<file path="config.mk">
export PLATFORM = sky130hd
export DESIGN_NAME = dglitch_sd_corestate
export DESIGN_NICKNAME = d
export VERILOG_FILES = /design/src/rtl/dglitch_sd_pkg.sv /design/src/rtl/dglitch_sd_corestate_sync2_celclk.sv /design/src/rtl/dglitch_sd_corestate.sv
export SDC_FILE = /design/constraint.sdc
export NUM_CORES = 1
export LEC_CHECK = 0
export ABC_AREA = 1
export ABC_CLOCK_PERIOD_IN_PS = 3200
export CAP_MARGIN = 15
export CORE_AREA = 2 2 39 41
export CTS_BUF_LIST = sky130_fd_sc_hd__clkbuf_8
export DETAILED_ROUTE_END_ITERATION = 8
export DIE_AREA = 0 0 41 43
export HOLD_SLACK_MARGIN = 0.05
export PLACE_DENSITY = 0.72
export SLEW_MARGIN = 30
export SYNTH_ARGS = -nofsm -noshare
export SYNTH_HDL_FRONTEND = slang
export SYNTH_SLANG_ARGS = --single-unit
export TNS_END_PERCENT = 10
</file>
<file path="constraint.sdc">
create_clock -name CELCLK -period 3.2 [get_ports CELCLK]
set_input_delay 0.64 -clock CELCLK [delete_from_list [all_inputs] [get_ports CELCLK]]
set_output_delay 0.64 -clock CELCLK [all_outputs]
set_load 0.02 [all_outputs]
</file>
<file path="src/rtl/dglitch_sd_pkg.sv">
// ----------------------------------------------------------------------------
// dglitch_sd_pkg
//
// Shared definitions for the stepdown core-state deglitch stage:
//   - dgl_state_e : qualification FSM state encoding (3 bits)
//   - DGL_*_DEF   : default values for the qualification parameters
// ----------------------------------------------------------------------------
package dglitch_sd_pkg;

    typedef enum logic [2:0] {
        LOW_STABLE  = 3'd0,
        RISE_QUAL   = 3'd1,
        HIGH_STABLE = 3'd2,
        FALL_QUAL   = 3'd3,
        BLANK       = 3'd4
    } dgl_state_e;

    localparam int DGL_RISE_CNT_DEF  = 4;
    localparam int DGL_FALL_CNT_DEF  = 6;
    localparam int DGL_CNT_W_DEF     = 4;
    localparam int DGL_BLANK_CNT_DEF = 3;

endpackage : dglitch_sd_pkg

</file>
<file path="src/rtl/dglitch_sd_corestate_sync2_celclk.sv">
// ----------------------------------------------------------------------------
// sync2_celclk
//
// Two-flop synchronizer (d -> s1 -> s2) for asynchronous core-state levels
// in the CELCLK domain. Both flops clear on a synchronous active-low reset.
//
// Ports:
//   clk   : input  block clock (CELCLK)
//   rst_n : input  synchronous active-low reset
//   d     : input  raw asynchronous level
//   q     : output synchronized level (second flop)
// ----------------------------------------------------------------------------
module sync2_celclk (
    input  logic clk,
    input  logic rst_n,
    input  logic d,
    output logic q
);

    logic s1_q;
    logic s1_d;
    logic s2_q;
    logic s2_d;

    always_comb begin
        s1_d = d;
        s2_d = s1_q;
    end

    always_ff @(posedge clk) begin
        if (!rst_n) begin
            s1_q <= 1'b0;
            s2_q <= 1'b0;
        end else begin
            s1_q <= s1_d;
            s2_q <= s2_d;
        end
    end

    assign q = s2_q;

endmodule : sync2_celclk

</file>
<file path="src/rtl/dglitch_sd_corestate.sv">
// ----------------------------------------------------------------------------
// dglitch_sd_corestate
//
// Deglitch / qualification stage in front of the stepdown core-state buffer.
// The raw comparator level is synchronized, then every candidate edge must
// persist for RISE_CNT (rising) or FALL_CNT (falling) consecutive
// synchronized cycles before the registered output o follows it.
// Latency from a stable input to o is constant: 1 + RISE_CNT / 1 + FALL_CNT
// edges after the first edge that samples the new level.
//
// Optional feature (macro DGL_BLANK_EN):
//   After each qualified toggle the FSM sits in BLANK for BLANK_CNT cycles,
//   ignoring the synchronized input, then returns to the stable state that
//   matches o. Without the macro BLANK_CNT is range-checked but unused.
//
// Ports:
//   CELCLK  : input  block clock
//   CELRSTN : input  synchronous active-low reset
//   CELV    : input  supply pin, netlisting only
//   CELG    : input  ground pin, netlisting only
//   SUB     : input  substrate pin, netlisting only
//   i       : input  raw asynchronous core-state level
//   o       : output qualified level (registered) to the buffer input
//   chg     : output one-cycle pulse in the first cycle o shows a new value
//   busy    : output high while a candidate edge is being qualified
// ----------------------------------------------------------------------------
module dglitch_sd_corestate
    import dglitch_sd_pkg::*;
#(
    parameter int RISE_CNT  = DGL_RISE_CNT_DEF,
    parameter int FALL_CNT  = DGL_FALL_CNT_DEF,
    parameter int CNT_W     = DGL_CNT_W_DEF,
    parameter int BLANK_CNT = DGL_BLANK_CNT_DEF
) (
    input  logic CELCLK,
    input  logic CELRSTN,
    input  logic CELV,
    input  logic CELG,
    input  logic SUB,
    input  logic i,
    output logic o,
    output logic chg,
    output logic busy
);

    // Elaboration-time range checks on the thresholds.
    if (RISE_CNT < 1 || RISE_CNT > (1 << CNT_W) - 1) begin : g_bad_rise_cnt
        $error("RISE_CNT out of range for CNT_W");
    end
    if (FALL_CNT < 1 || FALL_CNT > (1 << CNT_W) - 1) begin : g_bad_fall_cnt
        $error("FALL_CNT out of range for CNT_W");
    end
    if (BLANK_CNT < 1 || BLANK_CNT > (1 << CNT_W) - 1) begin : g_bad_blank_cnt
        $error("BLANK_CNT out of range for CNT_W");
    end

    // Terminal counter values: qualification completes when the counter
    // holds THR-1 and the input still agrees, giving THR agreeing cycles.
    localparam logic [CNT_W-1:0] RISE_LAST = CNT_W'(RISE_CNT - 1);
    localparam logic [CNT_W-1:0] FALL_LAST = CNT_W'(FALL_CNT - 1);
    localparam logic [CNT_W-1:0] CNT_ONE   = CNT_W'(1);

`ifdef DGL_BLANK_EN
    localparam logic [CNT_W-1:0] BLANK_LAST = CNT_W'(BLANK_CNT - 1);
    localparam dgl_state_e AFTER_RISE = BLANK;
    localparam dgl_state_e AFTER_FALL = BLANK;
`else
    localparam dgl_state_e AFTER_RISE = HIGH_STABLE;
    localparam dgl_state_e AFTER_FALL = LOW_STABLE;
`endif

    // Power/ground/substrate pins carry no logic.
    logic unused_pins;
    assign unused_pins = CELV ^ CELG ^ SUB;

    logic s2;

    sync2_celclk u_sync2 (
        .clk   (CELCLK),
        .rst_n (CELRSTN),
        .d     (i),
        .q     (s2)
    );

    dgl_state_e       state_q, state_d;
    logic [CNT_W-1:0] cnt_q, cnt_d;
    logic             o_q, o_d;
    logic             chg_q, chg_d;
    logic             busy_q, busy_d;

    always_comb begin
        state_d = state_q;
        cnt_d   = cnt_q;
        o_d     = o_q;
        chg_d   = 1'b0;

        case (state_q)
            LOW_STABLE: begin
                if (s2) begin
                    if (RISE_CNT == 1) begin
                        // Single-cycle threshold: no qualification phase.
                        state_d = AFTER_RISE;
                        cnt_d   = '0;
                        o_d     = 1'b1;
                        chg_d   = 1'b1;
                    end else begin
                        state_d = RISE_QUAL;
                        cnt_d   = CNT_ONE;
                    end
                end
            end

            RISE_QUAL: begin
                if (!s2) begin
                    // Glitch: drop the candidate, output untouched.
                    state_d = LOW_STABLE;
                    cnt_d   = '0;
                end else if (cnt_q == RISE_LAST) begin
                    state_d = AFTER_RISE;
                    cnt_d   = '0;
                    o_d     = 1'b1;
                    chg_d   = 1'b1;
                end else begin
                    cnt_d = cnt_q + CNT_ONE;
                end
            end

            HIGH_STABLE: begin
                if (!s2) begin
                    if (FALL_CNT == 1) begin
                        state_d = AFTER_FALL;
                        cnt_d   = '0;
                        o_d     = 1'b0;
                        chg_d   = 1'b1;
                    end else begin
                        state_d = FALL_QUAL;
                        cnt_d   = CNT_ONE;
                    end
                end
            end

            FALL_QUAL: begin
                if (s2) begin
                    state_d = HIGH_STABLE;
                    cnt_d   = '0;
                end else if (cnt_q == FALL_LAST) begin
                    state_d = AFTER_FALL;
                    cnt_d   = '0;
                    o_d     = 1'b0;
                    chg_d   = 1'b1;
                end else begin
                    cnt_d = cnt_q + CNT_ONE;
                end
            end

`ifdef DGL_BLANK_EN
            BLANK: begin
                // s2 is ignored here; a disagreeing level is picked up by
                // the stable state on the following cycle.
                if (cnt_q == BLANK_LAST) begin
                    state_d = o_q ? HIGH_STABLE : LOW_STABLE;
                    cnt_d   = '0;
                end else begin
                    cnt_d = cnt_q + CNT_ONE;
                end
            end
`endif

            default: begin
                state_d = LOW_STABLE;
                cnt_d   = '0;
            end
        endcase

        // busy is registered alongside the state it describes.
        busy_d = (state_d == RISE_QUAL) || (state_d == FALL_QUAL);
    end

    always_ff @(posedge CELCLK) begin
        if (!CELRSTN) begin
            state_q <= LOW_STABLE;
            cnt_q   <= '0;
            o_q     <= 1'b0;
            chg_q   <= 1'b0;
            busy_q  <= 1'b0;
        end else begin
            state_q <= state_d;
            cnt_q   <= cnt_d;
            o_q     <= o_d;
            chg_q   <= chg_d;
            busy_q  <= busy_d;
        end
    end

    assign o    = o_q;
    assign chg  = chg_q;
    assign busy = busy_q;

endmodule : dglitch_sd_corestate
</file>
==> out/qor.csv <==
stage,metric,value,unit
timing,min_period_over_period,57.3,%
placement,place.gp.congestion,0.731,
logic_synthesis,netlist_instances,90,
grt,grt_max_degree,9,
cts,clkLatencyLatePin,0.24,ns
grt,antenna_found_initial,0,
placement,placed_area,713,µm²
logic_synthesis,synth_top_area_share,37.4,%
finish,drive_gt1_share,17.2,%
logic_synthesis,ys.warnings.count,0,
timing,drv_slew,0,
logic_synthesis,synth_top_area_cell,dfxtp_1,
grt,grt.total_usage,17.0,%
cts,cts-resized-gates,0,
floorplan,dieArea,1760,µm²
finish,antenna_cells,0,
floorplan,core,1380,µm²
floorplan,die_y,43,µm
grt,grt_pass1_vias,476,
finish,fillers,131,
critical_path,crit_buf_inv,1,
cts,cts_tree,built,
critical_path,crit_path_end_kind,output pin,
logic_synthesis,syn_avg_cell_area,7.15,µm²
logic_synthesis,syn_area,643,µm²
drt,wl_per_cell,10.3,µm
cts,ctsLongestPathBuffers,2,
cts,cts_setup_buffers,0,
logic_synthesis,yosysMostFrequentCell,nand2_1,
critical_path,cp_slowest_cell,clkdlybuf4s50_1,
drt,dr.pass1.iters,6,
drt,postRouteAntennaNets,0,
placement,io_buffers,5,
timing,finalSetupTns,0,ns
power_and_ir_drop,power.leakage,0.366,nW
critical_path,start_kind,register,
status,status,finished clean,
timing,finalClockSkew,0.00253,ns
cts,cts-hold-fix-buffers,0,
job,drv_cap,0,
critical_path,path_class,reg -> out,
finish,final_util,55.5,%
floorplan,start_util,46.5,%
cts,cts_sinks,12,
timing,fmax,545,MHz
timing,finalSetupViolations,0,
cts,cts_inserted_buffers,3,
floorplan,fp-row-count,14,
critical_path,cp_top_family,buffers and inverters,
logic_synthesis,synth_cell_types,21,
drt,vias_per_cell,4.97,
cts,ctsHtreeMaxLevel,1,
power_and_ir_drop,irDropWorstVdd,231,µV
critical_path,cpPeakStageDelay,0.61,ns
logic_synthesis,synth_enable_flop_cells,0,
min_path,hold_class,reg -> reg,
grt,grt_pass1_wl,2.00,mm
placement,place_hpwl,877,µm
logic_synthesis,synth.area.top_cells,"dfxtp_1 (37%), nand2_1 (11%), inv_1 (9.3%), nand3_1 (5.4%), a21oi_1 (4.7%)",
critical_path,critPathMaxFanout,3,
finish,fin_area,768,µm²
finish,fin_nets,108,
timing,rsz0062_at_grt,no,
logic_synthesis,ys_ff_latch,12,
floorplan,io_pins,9,
drt,finalWirelength,1.19,mm
finish,area_growth,19.5,%
drt,drc,0,
floorplan,fp.dieW,41,µm
cts,path_clk_slew,0.05,ns
logic_synthesis,syn_nets,98,
critical_path,worstPathCellList,clkdlybuf4s50_1,
logic_synthesis,ys_top_cells_by_count,"nand2_1 (18), inv_1 (16), dfxtp_1 (12)",
cts,cts_root_buf,clkbuf_8,
timing,timing.hold.ws,0.416,ns
drt,via_count,572,
timing,finalHoldViolations,0,
logic_synthesis,ys.flop_type,dfxtp_1,
timing,post-route-min-period,1.83,ns
logic_synthesis,synthArstFlopShare,0,%
logic_synthesis,ys_seq_area_share,37.4,%
critical_path,worstPathRequired,2.56,ns
critical_path,critPathArrivalTime,1.19,ns
power_and_ir_drop,power.density,447,nW/µm²
grt,grt-ovfl-total,0,
drt,drt_iter0_drc,11,
metrics by stage:
| step | setup slack (ns) | std cells | power [mW] |
|---|---|---|---|
| after global routing | 1.31 | 115 | 0.358 |
| after global placement | 1.47 | 111 | 0.180 |
| after CTS | 1.36 | 115 | 0.350 |
| after detailed placement | 1.48 | 111 | 0.180 |
| after floorplan | 2.08 | 90 | 0.172 |
| final | 1.37 | 115 | 0.343 |
metal layers:
metal | part of all wire (%) | global-route usage (%) | vias to the layer above
met5 | 0 | 0 | -
met2 | 47 | 24.4 | 17
met1 | 47 | 21.6 | 252
met4 | 2.3 | 10.0 | 0
met3 | 3.7 | 4.71 | 3
li1 | - | - | 300
sequential cells by signal (all words and copies together), names as in the netlist:
signal,cells
busy,1
chg,1
state_q,3
o,1
u_sync2.q,1
u_sync2.s1_q,1
cnt_q,4
cells in the final DEF, fill, tap and decap left out:
cell             instances
nand4_1                  2
clkdlybuf4s50_1          5
o21ai_2                  1
o21ai_0                  3
a21oi_1                  6
dfxtp_1                 12
clkbuf_8                 4
o2111ai_1                1
a211oi_2                 1
nor3_2                   1
inv_2                    3
nand2_2                  3
nand3_2                  2
conb_1                   1
nand3_1                  7
ha_1                     2
o21ai_1                  1
inv_1                   16
nor2_4                   2
a21o_1                   1
a31oi_1                  1
nand2_1                 18
nor2_1                   6
cell families after synthesis:
kind of cell | after synthesis | share of synthesized area [%]
flip-flops | 12 | 37.4
other | 1 | 0.583
AND/OR/NAND/NOR | 41 | 32.5
adder cells (fa/ha/maj) | 2 | 3.89
AO/OA/AOI/OAI | 15 | 14.6
buffers and inverters | 19 | 11.1
layout make-up:
type                            instances  area [µm²]  share of cell area [%]
Inverter                               19        71.3                    9.28
Timing Repair Buffer                    5        50.0                    6.51
Tap cell                               16        20.0                    2.61
Clock buffer                            4        55.1                    7.17
Multi-Input combinational cell         59         332                    43.2
Sequential cell                        12         240                    31.3
where the power goes:
group	internal (mW)	switching (mW)
combinational	0.00776	0.0129
sequential	0.153	0.00349
clock	0.109	0.0574
final timing paths:
kind                     start        end  slack, ns  cells after the start
setup reg to reg      cnt_q[1]   cnt_q[2]       1.92                      9
hold reg to reg   u_sync2.s1_q  u_sync2.q       0.42                      2
setup / recovery             o          o       1.37                      1
hold / removal    u_sync2.s1_q  u_sync2.q       0.42                      2
Power figures use the tool's default switching activity.
